**config.mk**
```make
export PLATFORM = sky130hd
export DESIGN_NAME = fifo_rd_stream_adapter_flat
export DESIGN_NICKNAME = d
export VERILOG_FILES = /design/src/rtl/fifo_pkg.sv /design/src/rtl/fifo_rd_stream_adapter_if.sv /design/src/rtl/d_ff_async.sv /design/src/rtl/rd_latency_pipe.sv /design/src/rtl/fifo_rd_stream_adapter.sv /design/src/flat_wrapper.sv
export SDC_FILE = /design/constraint.sdc
export NUM_CORES = 1
export LEC_CHECK = 0
export ABC_AREA = 1
export ABC_CLOCK_PERIOD_IN_PS = 3800
export CAP_MARGIN = 20
export CORE_UTILIZATION = 56
export CTS_CLUSTER_DIAMETER = 50
export CTS_CLUSTER_SIZE = 25
export DETAILED_ROUTE_END_ITERATION = 12
export PLACE_DENSITY = 0.83
export SLEW_MARGIN = 20
export SYNTH_ARGS = -nofsm -noshare
export SYNTH_HDL_FRONTEND = slang
export SYNTH_SLANG_ARGS = --single-unit
```
**constraint.sdc**
```tcl
create_clock -name clk -period 3.8 [get_ports clk]
set_input_delay 0.76 -clock clk [delete_from_list [all_inputs] [get_ports clk]]
set_output_delay 0.76 -clock clk [all_outputs]
set_load 0.1 [all_outputs]
```
**src/rtl/fifo_pkg.sv**
```systemverilog
// Constants and helpers shared by the write and read sides of the async FIFO.
package fifo_pkg;
  localparam int READ_LATENCY_MIN = 1;
  localparam int READ_LATENCY_MAX = 2;

  function automatic int clog2(input int n);
    int r;
    r = 0;
    while ((1 << r) < n) r++;
    return r;
  endfunction

  // Pointers carry one extra wrap bit so full and empty stay distinguishable.
  function automatic int ptr_w(input int depth);
    return clog2(depth) + 1;
  endfunction
endpackage

```
**src/rtl/fifo_rd_stream_adapter_if.sv**
```systemverilog
// Valid/ready stream carrying words popped from the FIFO read side.
interface fifo_rd_stream_adapter_if #(parameter int DATA_SIZE = 8);
  logic                 m_valid;
  logic                 m_ready;
  logic [DATA_SIZE-1:0] m_data;

  modport master (output m_valid, m_data, input m_ready);
  modport slave  (input m_valid, m_data, output m_ready);
endinterface

```
**src/rtl/d_ff_async.sv**
```systemverilog
// Single-bit D flip-flop with asynchronous active-high clear.
module d_ff_async (
  input  logic clk,
  input  logic rst,
  input  logic d,
  output logic q
);
  always_ff @(posedge clk or posedge rst) begin
    if (rst) q <= 1'b0;
    else     q <= d;
  end
endmodule

```
**src/rtl/rd_latency_pipe.sv**
```systemverilog
// Valid-bit delay line matching the FIFO memory read latency.
module rd_latency_pipe #(
  parameter int READ_LATENCY = 1
) (
  input  logic clk,
  input  logic rst,
  input  logic in_valid,
  output logic out_valid
);
  logic [READ_LATENCY:0] vld_pipe;

  assign vld_pipe[0] = in_valid;

  for (genvar i = 0; i < READ_LATENCY; i++) begin : g_stage
    d_ff_async u_ff (
      .clk (clk),
      .rst (rst),
      .d   (vld_pipe[i]),
      .q   (vld_pipe[i+1])
    );
  end

  assign out_valid = vld_pipe[READ_LATENCY];
endmodule

```
**src/rtl/fifo_rd_stream_adapter.sv**
```systemverilog
// FIFO read-side consumer: credit-limited read enable, latency pipe and skid buffer
// feeding a valid/ready stream. Define RD_STREAM_CNT_EN to add the xfer_cnt output.
module fifo_rd_stream_adapter
  import fifo_pkg::*;
#(
  parameter int DATA_SIZE    = 8,
  parameter int READ_LATENCY = 1,
  parameter int SKID_DEPTH   = 4
) (
  input  logic                 clk,
  input  logic                 rst,
  input  logic                 r_empty,
  input  logic [DATA_SIZE-1:0] r_data,
  output logic                 r_en,
`ifdef RD_STREAM_CNT_EN
  output logic [15:0]          xfer_cnt,
`endif
  fifo_rd_stream_adapter_if.master m
);
  localparam int          PW    = ptr_w(SKID_DEPTH);
  localparam int          AW    = PW - 1;
  localparam logic [PW:0] DEPTH = (PW+1)'(SKID_DEPTH);

  logic [DATA_SIZE-1:0] mem [SKID_DEPTH];
  logic [PW-1:0]        wr_ptr, rd_ptr, count, inflight;
  logic [PW:0]          occupancy;
  logic [DATA_SIZE-1:0] last_data;
  logic                 accept, retire, pop;

  assign count     = wr_ptr - rd_ptr;
  assign occupancy = {1'b0, inflight} + {1'b0, count};

  // Reads are credited against words in flight plus buffered words, so every
  // accepted read already owns a slot; a same-cycle pop is deliberately not credited.
  assign r_en   = ~rst & ~r_empty & (occupancy < DEPTH);
  assign accept = r_en & ~r_empty;

  assign m.m_valid = (count != '0);
  assign pop       = m.m_valid & m.m_ready;
  assign m.m_data  = m.m_valid ? mem[rd_ptr[AW-1:0]] : last_data;

  rd_latency_pipe #(.READ_LATENCY(READ_LATENCY)) u_pipe (
    .clk       (clk),
    .rst       (rst),
    .in_valid  (accept),
    .out_valid (retire)
  );

  always_ff @(posedge clk or posedge rst) begin
    if (rst) begin
      wr_ptr    <= '0;
      rd_ptr    <= '0;
      inflight  <= '0;
      last_data <= '0;
    end else begin
      if (retire) wr_ptr <= wr_ptr + PW'(1);
      if (pop)    rd_ptr <= rd_ptr + PW'(1);
      case ({accept, retire})
        2'b10:   inflight <= inflight + PW'(1);
        2'b01:   inflight <= inflight - PW'(1);
        default: ;
      endcase
      last_data <= m.m_data;
    end
  end

  // Storage needs no reset: an empty buffer never exposes it.
  always_ff @(posedge clk) begin
    if (retire) mem[wr_ptr[AW-1:0]] <= r_data;
  end

`ifdef RD_STREAM_CNT_EN
  always_ff @(posedge clk or posedge rst) begin
    if (rst)                           xfer_cnt <= '0;
    else if (pop && xfer_cnt != 16'hFFFF) xfer_cnt <= xfer_cnt + 16'd1;
  end
`endif

  assert property (@(posedge clk) disable iff (rst)
    !(retire && count == PW'(SKID_DEPTH)))
    else $error("skid buffer written while full");

  assert property (@(posedge clk)
    (READ_LATENCY >= READ_LATENCY_MIN) && (READ_LATENCY <= READ_LATENCY_MAX))
    else $error("READ_LATENCY out of range");
endmodule

```
**src/flat_wrapper.sv**
```systemverilog
// flat-port wrapper written by rule: the top's interface ports become plain ports
module fifo_rd_stream_adapter_flat import fifo_pkg::*;
#(
  parameter int DATA_SIZE    = 8,
  parameter int READ_LATENCY = 1,
  parameter int SKID_DEPTH   = 4
)
  (clk, rst, r_empty, r_data, r_en, m_m_valid, m_m_data, m_m_ready);
  fifo_rd_stream_adapter_if #(.DATA_SIZE(DATA_SIZE)) m_i ();
  input  logic clk;
  input  logic rst;
  input  logic r_empty;
  input  logic [DATA_SIZE-1:0] r_data;
  output logic r_en;
  output wire logic [$bits(m_i.m_valid)-1:0] m_m_valid;
  output wire logic [$bits(m_i.m_data)-1:0] m_m_data;
  input wire logic [$bits(m_i.m_ready)-1:0] m_m_ready;
  assign m_m_valid = m_i.m_valid;
  assign m_m_data = m_i.m_data;
  assign m_i.m_ready = m_m_ready;
  fifo_rd_stream_adapter #(.DATA_SIZE(DATA_SIZE), .READ_LATENCY(READ_LATENCY), .SKID_DEPTH(SKID_DEPTH)) u_core (.clk(clk), .rst(rst), .r_empty(r_empty), .r_data(r_data), .r_en(r_en), .m(m_i));
endmodule
```
After elaboration in Yosys (flattened, before gate mapping)
Memories as Yosys holds them, arrays and structs flattened. Cells that the tools add are included.

Flip-flop bits (word level): 18. Memory bits (writable): 32. Bits of input ports: 12. Output and inout bits: 10. Logic and storage cells: 27. Memories kept: 1.

Memories: u_core.mem (words 4, bits a word 8, rd ports 1, clocked after memory_dff 0, write ports 1, RTL line fifo_rd_stream_adapter.sv:24) `logic [DATA_SIZE-1:0] mem [SKID_DEPTH];`.

$add $sub $neg: 6. $lt $le $gt $ge: 1. Equality and inequality tests: 2. Multiplexer cells: 4. Bitwise logic cells: 6. Reductions and logical operators: 2.

Operator list (number): 3-bit by 1-bit adder with 3-bit output (second input constant) (3); 8-bit two-way mux (1); 3-bit case mux with 2 select lines (1); 3-bit by 3-bit adder with 4-bit output (1); 1-bit AND (4); 4-bit by 3-bit less-than comparator with 1-bit output (second input constant) (1); 3-bit nonzero test (1); 3-bit by 1-bit subtractor with 3-bit output (second input constant) (1); 3-bit subtractor (1); 2-bit by 1-bit == test with 1-bit output (second input constant) (1); 2-bit == test (second input constant) (1); 1-bit two-way mux (2); 1-bit NOT (2); 2-bit nonzero test (1).

Longest topological paths before layout
Depth in word-level cells: 7. Depth in mapped cells: 18. Depth with buffers taken out: 18.

By module
Synthesis repeated with hierarchy kept, for this count alone.

Cells, all modules: 206. Area total of the unflattened synthesis: 2298.5 sq um.

By module, submodules not included: fifo_rd_stream_adapter (times used 1, cells each 204, area each 2269.7 sq um, sequential area each 1386.3 sq um); d_ff_async (times used 1, cells each 2, area each 28.8 sq um, sequential area each 25.0 sq um).

Worst setup path before layout
Ideal clock, no wire load.

Path type: flip-flop to output port. Start: register u_core.wr_ptr[0]. End: output r_en. Arrival time: 2.492 ns. Setup slack: 0.548 ns. Stages on the path, launching flop included: 13. Path buffers: 0. Path through: dfrtp_1 > inv_1 > ha_1 > inv_1 > fa_1 > nand2_1 > nand2_1 > nand2_2 > nand2_1 > ha_1 > nor3_1 > nand3_1 > inv_1.

Word-level cells in the longest chain between the ends: 4.

RTL lines: start, declared (RTL line fifo_rd_stream_adapter.sv:25) `logic [PW-1:0] wr_ptr, rd_ptr, count, inflight;`; start signal, assigned (RTL line fifo_rd_stream_adapter.sv:56) `if (retire) wr_ptr <= wr_ptr + PW'(1);`; 3-bit subtractor (RTL line fifo_rd_stream_adapter.sv:30) `assign count = wr_ptr - rd_ptr;`; 3-bit by 3-bit adder with 4-bit output (RTL line fifo_rd_stream_adapter.sv:31) `assign occupancy = {1'b0, inflight} + {1'b0, count};`; 4-bit by 3-bit less-than comparator with 1-bit output (RTL line fifo_rd_stream_adapter.sv:35) `assign r_en = ~rst & ~r_empty & (occupancy < DEPTH);`; 1-bit AND (RTL line fifo_rd_stream_adapter.sv:35); end, declared (RTL line flat_wrapper.sv:14) `output logic r_en;`.

No other way between the ends.

Final worst setup path
Start: register u_core.rd_ptr[1]. End: output r_en.

Word-level cells in the longest chain between the ends: 4.

RTL lines: start, declared (RTL line fifo_rd_stream_adapter.sv:25); start signal, assigned (RTL line fifo_rd_stream_adapter.sv:57) `if (pop) rd_ptr <= rd_ptr + PW'(1);`; 3-bit subtractor (RTL line fifo_rd_stream_adapter.sv:30); 3-bit by 3-bit adder with 4-bit output (RTL line fifo_rd_stream_adapter.sv:31); 4-bit by 3-bit less-than comparator with 1-bit output (RTL line fifo_rd_stream_adapter.sv:35); 1-bit AND (RTL line fifo_rd_stream_adapter.sv:35).

No other way between the ends.

==> results.sh <==
export IMPL_path_clk_slew_ns=0.09
export IMPL_final_period_utilization_pct=93.1
export IMPL_drt_iter0_drc=126
export IMPL_ant_nets=0
export IMPL_htree_num_levels=2
export IMPL_final_max_slew_viol_count=0
export IMPL_area_growth_pct=18.2
export IMPL_dpl_hpwl_mm=2.70
export IMPL_cp_max_fo=11
export IMPL_maxSlewHeadroom_pct=54.5
export IMPL_root_buffer="clkbuf_8"
export IMPL_mostFrequentLayoutCells="nor2_1, edfxtp_1, nand2_1"
export IMPL_fin_nets=251
export IMPL_vias=1358
export IMPL_drt_pass1_iter_count=4
export IMPL_worst_slew_pin_slew_ns=0.681
export IMPL_overflow=0
export IMPL_numCtsBuffers=5
export IMPL_synth_fp_nets=229
export IMPL_grt_use_met3_pct=5.17
export IMPL_post_synth_top_area_cell="edfxtp_1"
export IMPL_grt_max_degree=22
export IMPL_grt_pass1_wl_mm=6.29
export IMPL_syn_inst=206
export IMPL_grt_use_met2_pct=32.7
export IMPL_cts_hold_buf=0
export IMPL_mostFrequentLayoutCell="nor2_1"
export IMPL_grtUsageTotal_pct=20.6
export IMPL_gp_congestion=0.791
export IMPL_end_kind="output pin"
export IMPL_io_buffer_count=21
export IMPL_diodes=0
export IMPL_cp_arrival_ns=2.78
export IMPL_crit_type="flop to output pin"
export IMPL_syn_avg_cell_area_um2=11.1
export IMPL_cts_sinks=50
export IMPL_ios=22
export IMPL_hold_path_class="flop to flop"
export IMPL_maxCapViolCount=0
export IMPL_clock_path_buffers=2
export IMPL_ys_ff_latch=50
export IMPL_num_rows=22
export IMPL_layout_drive_gt1_share_pct=17.9
export IMPL_cts_tree="built"
export IMPL_finalHoldViolCount=0
export IMPL_die_h_um=65.9
export IMPL_yosysWarningCount=0
export IMPL_antenna_found_initial=0
export IMPL_routedWlPerCell_um=13.4
export IMPL_die_area_um2=4340
export IMPL_met1_usage_pct=26.9
export IMPL_fin_setup_tns_ns=0
export IMPL_die_x_um=65.9
export IMPL_netlist_area_leader_share_pct=42.0
export IMPL_via_per_inst=4.90
export IMPL_yosys_top_cells_area="edfxtp_1, dfrtp_1, nor2_1"
export IMPL_postCtsSetupBuffers=0
export IMPL_syn_area_um2=2290
export IMPL_grt_setup_unrepaired="no"
export IMPL_ctsResizeCount=0
export IMPL_ys_seq_area_share_pct=61.7
export IMPL_top_usage_layer="met2"
export IMPL_drc_errors=0
export IMPL_start_kind="flop"
export IMPL_grt_pass1_vias=1387
export IMPL_core_area_um2=3800
export IMPL_clock_latency_ns=0.30
export IMPL_outcome="completed"
export IMPL_post_route_min_period_ns=3.54
export IMPL_fmax_mhz=283
export IMPL_skew_ns=0.00829
export IMPL_initial_core_util_pct=60.2
export IMPL_worstPathRequired_ns=3.04
export IMPL_routed_wl_mm=3.71
export IMPL_finalSetupViolCount=0
export IMPL_synth_cell_types=22
per-layer routing:
layer / routed length [µm] / vias up
met1: 1720 / 623
li1: - / 706
met2: 1810 / 25
met3: 140 / 4
met4: 47 / 0
met5: 0 / -
cells in the mapped netlist, drive strengths merged:
cell type and count:
nand2 35, nor2 35, edfxtp 32, inv 28, o21ai 27, dfrtp 18, ha 9, buf 6
nand3 6, xor2 3, fa 2, xnor2 2, a21oi 1, clkbuf 1, nor3 1
layout make-up:
cell class	count	area (µm²)
fill	277	1100
timing repair buffer	22	305
tap	48	60.1
sequential	50	1410
inverter	28	105
multi-input combinational	121	704
clock buffer	5	68.8
clock inverter	3	47.5
worst max-delay path: stages, from the launching register on:
cell     delay, ns
dfrtp_1       0.58
inv_2         0.19
fa_1          0.48
inv_1         0.07
nand2_1       0.08
nand2_1       0.09
nand2_2       0.07
nand2_1       0.07
ha_1          0.22
nor3_1        0.18
nand3_1       0.14
inv_1         0.12
buf_12        0.18
path summary, 6_finish.rpt:
kind	depth (start not counted)	end	slack, ns	from
min	1	u_core.inflight[2]	0.50	u_core.inflight[2]
max reg2reg	14	u_core.inflight[1]	0.68	u_core.rd_ptr[1]
max	12	r_en	0.26	u_core.rd_ptr[1]
min reg2reg	1	u_core.inflight[2]	0.50	u_core.inflight[2]
min in group asynchronous	2	u_core.last_data[5]	0.88	rst
max in group asynchronous	2	u_core.u_pipe.g_stage[0].u_ff.q	2.48	rst
cells by family after synthesis:
logic type	share of synthesized area (%)
compound gates	7.44
buf+inv	7.44
xor+xnor	1.92
simple gates	14.8
fa+ha+maj	6.68
flops	61.7
per-stage QoR:
step	cell area (µm²)	worst slack, ns	instances	utilization [%]	hold slack, ns
global route	2700	0.0899	277	71.1	0.522
global placement	2590	0.682	269	68.1	0.474
CTS	2700	0.265	277	71.1	0.508
floorplan	2290	0.548	206	-	0.453
finish	2700	0.261	277	71.1	0.504
detailed placement	2590	0.631	269	68.1	0.495
flip-flops by register name, indices dropped and copies added, names as in the netlist:
register,cells
u_core.rd_ptr,3
u_core.inflight,3
u_core.mem,32
u_core.wr_ptr,3
u_core.last_data,8
u_core.u_pipe.g_stage.u_ff.q,1
Power is left out: the tool's default activity adds up to more than one toggle a clock period on the data nets, which glitch-free logic cannot reach.
